===== config.mk =====
export PLATFORM = sky130hd
export DESIGN_NAME = alu_issue_stage
export DESIGN_NICKNAME = d
export VERILOG_FILES = /design/src/rtl/alu_pkg.sv /design/src/rtl/alu_op_decode.sv /design/src/rtl/alu_issue_stage.sv
export SDC_FILE = /design/constraint.sdc
export NUM_CORES = 1
export LEC_CHECK = 0
export BUFFER_PORTS_ARGS = -buffer_cell sky130_fd_sc_hd__buf_2
export CAP_MARGIN = 20
export CORE_ASPECT_RATIO = 1.4
export CORE_MARGIN = 2
export CORE_UTILIZATION = 25
export CTS_CLUSTER_DIAMETER = 120
export CTS_CLUSTER_SIZE = 25
export DETAILED_ROUTE_END_ITERATION = 6
export PLACE_DENSITY_LB_ADDON = 0.3
export SYNTH_ARGS = -nofsm -noshare
export SYNTH_HDL_FRONTEND = slang
export SYNTH_SLANG_ARGS = --single-unit

===== constraint.sdc =====
create_clock -name clk -period 1.8 [get_ports clk]
set_clock_uncertainty 0.05 [all_clocks]
set_input_delay 0.36 -clock clk [delete_from_list [all_inputs] [get_ports clk]]
set_output_delay 0.36 -clock clk [all_outputs]
set_load 0.02 [all_outputs]

===== src/rtl/alu_pkg.sv =====
// Shared ALU op codes, RV32I opcode/funct constants and the issue payload record
// used by the ID->EX issue stage.
package alu_pkg;

   localparam int XLEN_DEF   = 32;
   localparam int CARD_W_DEF = 5;

   localparam logic [4:0] OP_NOP   = 5'd0;
   localparam logic [4:0] OP_ADD   = 5'd1;
   localparam logic [4:0] OP_SLT   = 5'd2;
   localparam logic [4:0] OP_SUB   = 5'd3;
   localparam logic [4:0] OP_PASSA = 5'd7;
   localparam logic [4:0] OP_PASSB = 5'd8;
   localparam logic [4:0] OP_OR    = 5'd11;
   localparam logic [4:0] OP_AND   = 5'd12;
   localparam logic [4:0] OP_XOR   = 5'd13;
   localparam logic [4:0] OP_SLL   = 5'd16;

   localparam logic [6:0] OPC_OP     = 7'b0110011;
   localparam logic [6:0] OPC_OP_IMM = 7'b0010011;
   localparam logic [6:0] OPC_LUI    = 7'b0110111;
   localparam logic [6:0] OPC_AUIPC  = 7'b0010111;

   localparam logic [2:0] F3_ADD = 3'b000;
   localparam logic [2:0] F3_SLL = 3'b001;
   localparam logic [2:0] F3_SLT = 3'b010;
   localparam logic [2:0] F3_XOR = 3'b100;
   localparam logic [2:0] F3_OR  = 3'b110;
   localparam logic [2:0] F3_AND = 3'b111;

   localparam logic [6:0] F7_BASE = 7'b0000000;
   localparam logic [6:0] F7_ALT  = 7'b0100000;

   typedef struct packed {
      logic [4:0]  card;
      logic [31:0] a;
      logic [31:0] b;
      logic [4:0]  rd;
      logic        we;
      logic        illegal;
   } issue_t;

endpackage


===== src/rtl/alu_op_decode.sv =====
// Pure combinational RV32I -> ALU decode: op code, operands, destination and
// writeback enable. Unsupported encodings become a NOP with illegal set.
module alu_op_decode
   import alu_pkg::*;
(
   input  logic [31:0] instr,
   input  logic [31:0] pc,
   input  logic [31:0] rs1_data,
   input  logic [31:0] rs2_data,
   output issue_t      dec
);

   logic [6:0]  opcode;
   logic [2:0]  f3;
   logic [6:0]  f7;
   logic [31:0] imm_i;
   logic [31:0] imm_u;

   assign opcode = instr[6:0];
   assign f3     = instr[14:12];
   assign f7     = instr[31:25];
   assign imm_i  = {{20{instr[31]}}, instr[31:20]};
   assign imm_u  = {instr[31:12], 12'b0};

   always_comb begin
      dec         = '0;
      dec.rd      = instr[11:7];
      dec.illegal = 1'b0;
      case (opcode)
         OPC_OP: begin
            dec.a = rs1_data;
            dec.b = rs2_data;
            if (f7 == F7_ALT && f3 == F3_ADD) begin
               dec.card = OP_SUB;
            end else if (f7 == F7_BASE) begin
               case (f3)
                  F3_ADD:  dec.card = OP_ADD;
                  F3_SLL:  dec.card = OP_SLL;
                  F3_SLT:  dec.card = OP_SLT;
                  F3_XOR:  dec.card = OP_XOR;
                  F3_OR:   dec.card = OP_OR;
                  F3_AND:  dec.card = OP_AND;
                  default: dec.illegal = 1'b1;
               endcase
            end else begin
               dec.illegal = 1'b1;
            end
         end
         OPC_OP_IMM: begin
            dec.a = rs1_data;
            dec.b = imm_i;
            case (f3)
               F3_ADD: dec.card = OP_ADD;
               F3_SLT: dec.card = OP_SLT;
               F3_XOR: dec.card = OP_XOR;
               F3_OR:  dec.card = OP_OR;
               F3_AND: dec.card = OP_AND;
               F3_SLL: begin
                  // Only a plain shift amount is accepted; upper imm bits must be clear
                  if (f7 == F7_BASE) begin
                     dec.card = OP_SLL;
                     dec.b    = {27'b0, instr[24:20]};
                  end else begin
                     dec.illegal = 1'b1;
                  end
               end
               default: dec.illegal = 1'b1;
            endcase
         end
         OPC_LUI: begin
            dec.card = OP_PASSB;
            dec.b    = imm_u;
         end
         OPC_AUIPC: begin
            dec.card = OP_ADD;
            dec.a    = pc;
            dec.b    = imm_u;
         end
         default: dec.illegal = 1'b1;
      endcase
      if (dec.illegal) begin
         dec.card = OP_NOP;
         dec.a    = '0;
         dec.b    = '0;
      end
      dec.we = ~dec.illegal & (dec.rd != 5'd0);
   end

endmodule


===== src/rtl/alu_issue_stage.sv =====
// ID->EX issue stage: decode then a 2-entry skid buffer so in_ready is a flop
// and EX back-pressure never reaches ID combinationally.
//
// state | meaning
// EMPTY | no entries; in_ready=1, out_valid=0
// ONE   | head valid; in_ready=1, out_valid=1
// FULL  | head and skid valid; in_ready=0, out_valid=1
module alu_issue_stage
   import alu_pkg::*;
#(
   parameter int XLEN   = XLEN_DEF,
   parameter int CARD_W = CARD_W_DEF
) (
   input  logic              clk,
   input  logic              rst_n,
   input  logic              in_valid,
   output logic              in_ready,
   input  logic [XLEN-1:0]   in_instr,
   input  logic [XLEN-1:0]   in_pc,
   input  logic [XLEN-1:0]   in_rs1_data,
   input  logic [XLEN-1:0]   in_rs2_data,
   input  logic              flush,
   output logic              out_valid,
   input  logic              out_ready,
   output logic [CARD_W-1:0] out_card,
   output logic [XLEN-1:0]   out_a,
   output logic [XLEN-1:0]   out_b,
   output logic              out_cin,
   output logic [4:0]        out_rd,
   output logic              out_we,
   output logic              out_illegal
);

   typedef enum logic [1:0] {ST_EMPTY, ST_ONE, ST_FULL} occ_t;

   occ_t   state;
   issue_t dec;
   issue_t head;
   issue_t skid;
   logic   acc;
   logic   drn;

   alu_op_decode u_decode (
      .instr    (in_instr),
      .pc       (in_pc),
      .rs1_data (in_rs1_data),
      .rs2_data (in_rs2_data),
      .dec      (dec)
   );

   assign acc = in_valid & in_ready;
   assign drn = out_valid & out_ready;

   always_ff @(posedge clk or negedge rst_n) begin
      if (!rst_n) begin
         state     <= ST_EMPTY;
         in_ready  <= 1'b1;
         out_valid <= 1'b0;
         head      <= '0;
         skid      <= '0;
      end else if (flush) begin
         state     <= ST_EMPTY;
         in_ready  <= 1'b1;
         out_valid <= 1'b0;
      end else begin
         case (state)
            ST_EMPTY: begin
               if (acc) begin
                  head      <= dec;
                  state     <= ST_ONE;
                  out_valid <= 1'b1;
               end
            end
            ST_ONE: begin
               if (acc && !drn) begin
                  skid     <= dec;
                  state    <= ST_FULL;
                  in_ready <= 1'b0;
               end else if (!acc && drn) begin
                  state     <= ST_EMPTY;
                  out_valid <= 1'b0;
               end else if (acc && drn) begin
                  head <= dec;
               end
            end
            ST_FULL: begin
               if (drn) begin
                  head     <= skid;
                  state    <= ST_ONE;
                  in_ready <= 1'b1;
               end
            end
            default: begin
               state     <= ST_EMPTY;
               in_ready  <= 1'b1;
               out_valid <= 1'b0;
            end
         endcase
      end
   end

   assign out_card    = head.card;
   assign out_a       = head.a;
   assign out_b       = head.b;
   assign out_rd      = head.rd;
   assign out_we      = head.we;
   assign out_illegal = head.illegal;
   assign out_cin     = 1'b0;

endmodule


==> results.cfg, run 1 <==
[layout]
final_area_sq_um = 10600
fill_cells = 3238
nets = 1288
area.growth.synth_to_final_pct = 35.8
drive_gt1_frac = 0.307
fin_util = 0.345
diodes = 0

[critical_path]
rr_startpoint = in_ready$_DFFE_PN1P_
cp-end-kind = register
start_kind = register
worstSetupPathType = register to register
reg2reg_to = out_a[4]$_DFFE_PN0P_
rrSetupSlack_ps = 40
slowest_stage = dfstp_2
worst-path-max-fanout = 22
required_ps = 2110
critPathMaxStageDelay_ps = 540
crit_end = out_a[4]$_DFFE_PN0P_
rr_worst_depth = 8
worstPathCellList = buf_6 > a32oi_2 > buf_4 > a21oi_4 > buf_12 > buf_16 > nor2_1 > a21oi_1
startpoint = in_ready$_DFFE_PN1P_
critPathArrivalTime_ps = 2080

[logic_synthesis]
synthDistinctLibCells = 52
synth_top_area_share = 0.496
synthCells = 926
avgSynthCellArea_sq_um = 8.44
synthArstFlopShare = 1.00
netlist.top_cell.by_area = dfrtp_1
yosysMostFrequentCell = nand2_1
ys_seq_elements = 156
synth_common_cells = nand2_1 (184), dfrtp_1 (155), a21oi_1 (138), nor2_1 (93), o21ai_0 (57)
synth_flop_cell = dfrtp_1
netlist_area_sq_um = 7820
synth.area.top_cells = dfrtp_1 (50%), a21oi_1 (8.8%), nand2_1 (8.8%), nor2_1 (4.5%), o21ai_0 (3.6%)
mappedNetlistNets = 1059
synth_edf_count = 0
yosys_warnings = 0
yosysSeqAreaShare = 0.500

[floorplan]
num_io_pins = 212
initial_utilization = 0.254
die_area_sq_um = 32700
die_h_um = 213
die_width_um = 153
rows = 76
core_area_sq_um = 30800

[flow_run]
maxCapViolCount = 0

[global_routing]
track_usage = 0.161
grt_max_degree = 65
antenna_found_initial = 3
grt_pass1_wl_um = 41000
grt_pass1_vias = 7161
grt_overflow_total = 0

[pwr]
p_leak_nw = 4.71
vdd_drop_max_uv = 511
p_total_w = 0.0123
powerDensity_nw_per_um2 = 1160

[outcome]
status = complete, no violations

[placement]
numPortBuffers = 210
gp_congestion = 0.799
postPlaceCellArea_sq_um = 9880
dp.final_hpwl_um = 18400

[clock_network]
cts_root_buf = clkbuf_16
numCtsBuffers = 17
ctsHtreeMaxLevel = 4
cts_tree = yes
insertion_delay_ps = 440
clkTransAtPathRegs_ps = 60
clk_path_buf_depth = 2
cts.sinks = 156

[timing]
slew_viol_final = 0
period_share = 0.980
layout_min_cycle_time_ps = 1760
rsz0062_at_grt = true
setup_viol = 0
fmax_mhz = 567
hold_viol = 0

[route]
num_vias = 7532
first_pass_iters = 5
viasPerCell = 4.83
first_iter_violations = 375
wire_per_inst_um = 17.2
antenna_left = 0
drcViolationCount = 0
wl_um = 26900

[worst_hold_path]
hold_path_class = input port to register
hold_depth = 3
min-delay-start = in_instr[9]
-- worst min path at each step --
stage                            end  slack (ps)
3_3_place_gp   out_b[18]$_DFFE_PN0P_         230
6_report         skid[4]$_DFFE_PN0P_         100
4_1_cts          skid[4]$_DFFE_PN0P_          60
2_1_floorplan   out_a[0]$_DFFE_PN0P_          10
5_1_grt          skid[6]$_DFFE_PN0P_          80
3_5_place_dp   out_rd[1]$_DFFE_PN0P_         230
-- worst max-delay path, delay by kind of cell, from the launching register on --
kind	cells	cell delay, ps
flops	1	540
simple gates	1	60
buf+inv	4	640
compound gates	3	380
-- cells by family (layout without fill, tap and decap cells) --
family,after synthesis,after routing,synth area share
buf+inv,91,333,0.0528
simple gates,358,358,0.192
mux,11,11,0.0144
xor+xnor,1,1,0.00112
flops,156,156,0.500
other cells,1,1,0.000480
compound gates,308,308,0.239
-- report_power, final --
part | switching, W | internal, W
clock | 0.00151 | 0.00203
combinational | 0.00255 | 0.00146
sequential | 0.000432 | 0.00431
-- metrics by stage --
stage / instances / setup TNS [ps] / worst slack (ps) / hold WS, ps
after floorplan: 926 / -240 / -5.55 / 14.4
after global placement: 1518 / -27340 / -271 / 227
after detailed placement: 1518 / -30180 / -328 / 227
after CTS: 1551 / 0 / 5.92 / 62.1
after global routing: 1558 / -1100 / -48.6 / 81.4
final: 1558 / 0 / 36.2 / 96.2
-- cells in the final DEF, fill, tap and decap left out, types with 21 or more instances in the layout --
cell	Yosys	layout
buf_4	3	59
nor3_1	37	37
a21oi_1	138	134
buf_2	35	209
nand2_1	184	183
dfrtp_1	155	153
nor2_1	93	90
o21ai_0	57	53
o31ai_1	33	31
a22oi_1	33	33
buf_12	0	21
-- routing by layer --
metal	wire length [um]	part of all wire	track usage
met1	11600	0.43	0.204
met5	38	0.0014	0
met3	1280	0.048	0.0341
met4	499	0.019	0.0557
met2	13400	0.50	0.274
-- sequential cells by signal (all words and copies together) (netlist names) --
signal / flops
out_illegal: 1
out_valid: 1
out_rd: 5
state: 2
out_b: 32
in_ready: 1
out_we: 1
out_card: 5
out_a: 32
skid: 76
-- layout make-up --
class	instances	area [sq um]	area share
tap	390	488	0.0460
multi-input combinational	679	3600	0.339
clock buffer	21	440	0.0415
clock inverter	11	120	0.0113
sequential	156	3910	0.368
inverter	3	11.3	0.00106
timing repair buffer	298	2050	0.193
-- what timing repair did --
action	CTS	global route
hold buffers	1	0
pin swaps	0	2
endpoints found under the setup margin	2	79
gates resized for setup	1	25
cloned	0	2
hold endpoints to repair	22	0
buffers inserted	0	5
(Power assumes the default switching activity.)
==> run 2: changes to the inputs <==
--- a/config.mk
+++ b/config.mk
@@ -7,10 +7,12 @@
 export LEC_CHECK = 0
 export BUFFER_PORTS_ARGS = -buffer_cell sky130_fd_sc_hd__buf_2
 export CAP_MARGIN = 20
+export CELL_PAD_IN_SITES_DETAIL_PLACEMENT = 0
+export CELL_PAD_IN_SITES_GLOBAL_PLACEMENT = 1
 export CORE_ASPECT_RATIO = 1.4
 export CORE_MARGIN = 2
 export CORE_UTILIZATION = 25
-export CTS_CLUSTER_DIAMETER = 120
+export CTS_CLUSTER_DIAMETER = 30
 export CTS_CLUSTER_SIZE = 25
 export DETAILED_ROUTE_END_ITERATION = 6
 export PLACE_DENSITY_LB_ADDON = 0.3
==> run 2 against run 1 <==
Against the previous run:
- flip-flop and latch count is the same
- combinational power down 2%
- final area is 0.60% higher
- final cell count increased by 0.39%
- sequential share of layout area fell by 0.24 points
- clock power up 16%
- largest cell class unchanged
- fmax grew 1.4%
==> results.cfg, run 2 (synthesis gave the netlist of run 1 again) <==
[outcome]
status = complete, no violations

[floorplan]
die_width_um = 153
rows = 76
initial_utilization = 0.254
die_area_sq_um = 32700
num_io_pins = 212
die_h_um = 213
core_area_sq_um = 30800

[timing]
layout_min_cycle_time_ps = 1740
period_share = 0.966
fmax_mhz = 575
tightest_slew_ps = 526
slew_viol_final = 0
setup_viol = 0
rsz0062_at_grt = true
slew_headroom = 0.644
hold_viol = 0

[layout]
fin_util = 0.347
nets = 1294
diodes = 0
top_register = skid
final_area_sq_um = 10700
largest_reg_flops = 76
drive_gt1_frac = 0.305
area.growth.synth_to_final_pct = 36.7
layout_commonest_cell = buf_2
final_cell_mix = buf_2 (209), nand2_1 (183), dfrtp_1 (155)

[worst_hold_path]
min-delay-start = in_instr[10]
hold_depth = 3
hold_end = skid[5]$_DFFE_PN0P_
hold_path_class = input port to register

[global_routing]
antenna_found_initial = 1
grt_max_degree = 65
grt_pass1_wl_um = 41800
track_usage = 0.164
grt_pass1_vias = 7449
grt_overflow_total = 0

[route]
drcViolationCount = 0
antenna_left = 0
viasPerCell = 4.79
wl_um = 27000
first_pass_iters = 5
num_vias = 7496
wire_per_inst_um = 17.3
first_iter_violations = 483

[critical_path]
rrSetupSlack_ps = 60
rr_startpoint = in_ready$_DFFE_PN1P_
required_ps = 2120
worstSetupPathType = register to register
rr_worst_depth = 6
start_kind = register
worst-path-max-fanout = 25
critPathArrivalTime_ps = 2060
reg2reg_to = out_illegal$_DFFE_PN0P_
cp-end-kind = register

[flow_run]
maxCapViolCount = 0

[pwr]
p_leak_nw = 4.77
powerDensity_nw_per_um2 = 1200
vdd_drop_max_uv = 488

[placement]
gp_congestion = 0.763
numPortBuffers = 210
postPlaceCellArea_sq_um = 9950
dp.final_hpwl_um = 19200

[clock_network]
clk_path_buf_depth = 2
insertion_delay_ps = 430
cts_tree = yes
cts.sinks = 156
numCtsBuffers = 17
clkTransAtPathRegs_ps = 70
ctsHtreeMaxLevel = 4
cts_root_buf = clkbuf_16
[run 2: cell count changes in the layout (fill, tap and decap cells not counted), moves of 4 or more]
cell	change
a21oi_2	-4
clkbuf_8	+4
a21oi_1	+4
buf_4	+11
o21ai_0	+4
o21ai_1	-4
[run 2: critical path, cell delays in order, from the launching register on]
cell and delay [ps]:
dfstp_2 530, and3b_2 240, nand2_2 90, a21o_2 270, buf_12 180, a211oi_1 210
a21o_1 110
[run 2: repair_timing]
item	4_1_cts	5_1_grt
pin swaps	0	1
buffers inserted	0	1
hold buffers	1	0
gates cloned	0	1
endpoints found under the setup margin	7	63
hold endpoints to repair	29	0
gates resized for setup	2	3
[run 2: layout make-up]
type / instances / area, sq um
Fill cell: 3238 / 20100
Sequential cell: 156 / 3910
Multi-Input combinational cell: 679 / 3560
Timing Repair Buffer: 304 / 2050
Tap cell: 390 / 488
Clock buffer: 22 / 484
Clock inverter: 10 / 184
Inverter: 3 / 11.3
[run 2: per-stage QoR]
stage               total power, W  hold WS (ps)  setup slack (ps)  cells  setup TNS, ps
floorplan                  0.00698          14.4             -5.55    926           -240
detailed placement         0.00880           252              -337   1529         -37370
global placement           0.00875           242              -313   1529         -29140
CTS                         0.0130          94.8              37.1   1562              0
global route                0.0135           108             -32.5   1564           -359
finish                      0.0128           111              61.2   1564              0
[run 2: how the worst max path moves through the flow]
stage                                      from                       to
after floorplan            in_ready$_DFFE_PN1P_    out_a[16]$_DFFE_PN0P_
after global routing      out_valid$_DFFE_PN0P_    out_a[29]$_DFFE_PN0P_
final                      in_ready$_DFFE_PN1P_  out_illegal$_DFFE_PN0P_
after detailed placement           in_instr[26]     skid[40]$_DFFE_PN0P_
after global placement             in_instr[26]  out_card[4]$_DFFE_PN0P_
after CTS                  in_ready$_DFFE_PN1P_     out_b[5]$_DFFE_PN0P_
[run 2: per-layer routing]
| metal | vias to the layer above | share of wire | track usage |
|---|---|---|---|
| met5 | - | 0 | 0 |
| met4 | 0 | 0.018 | 0.0547 |
| met3 | 17 | 0.047 | 0.0337 |
| met2 | 218 | 0.50 | 0.284 |
| met1 | 3548 | 0.43 | 0.204 |
| li1 | 3713 | - | - |
[run 2: power breakdown]
| group | switching [W] | leakage, nW | internal, W | total (W) |
|---|---|---|---|---|
| sequential | 0.000438 | 2.01 | 0.00431 | 0.00475 |
| combinational | 0.00250 | 2.44 | 0.00143 | 0.00393 |
| clock | 0.00151 | 0.323 | 0.00261 | 0.00412 |
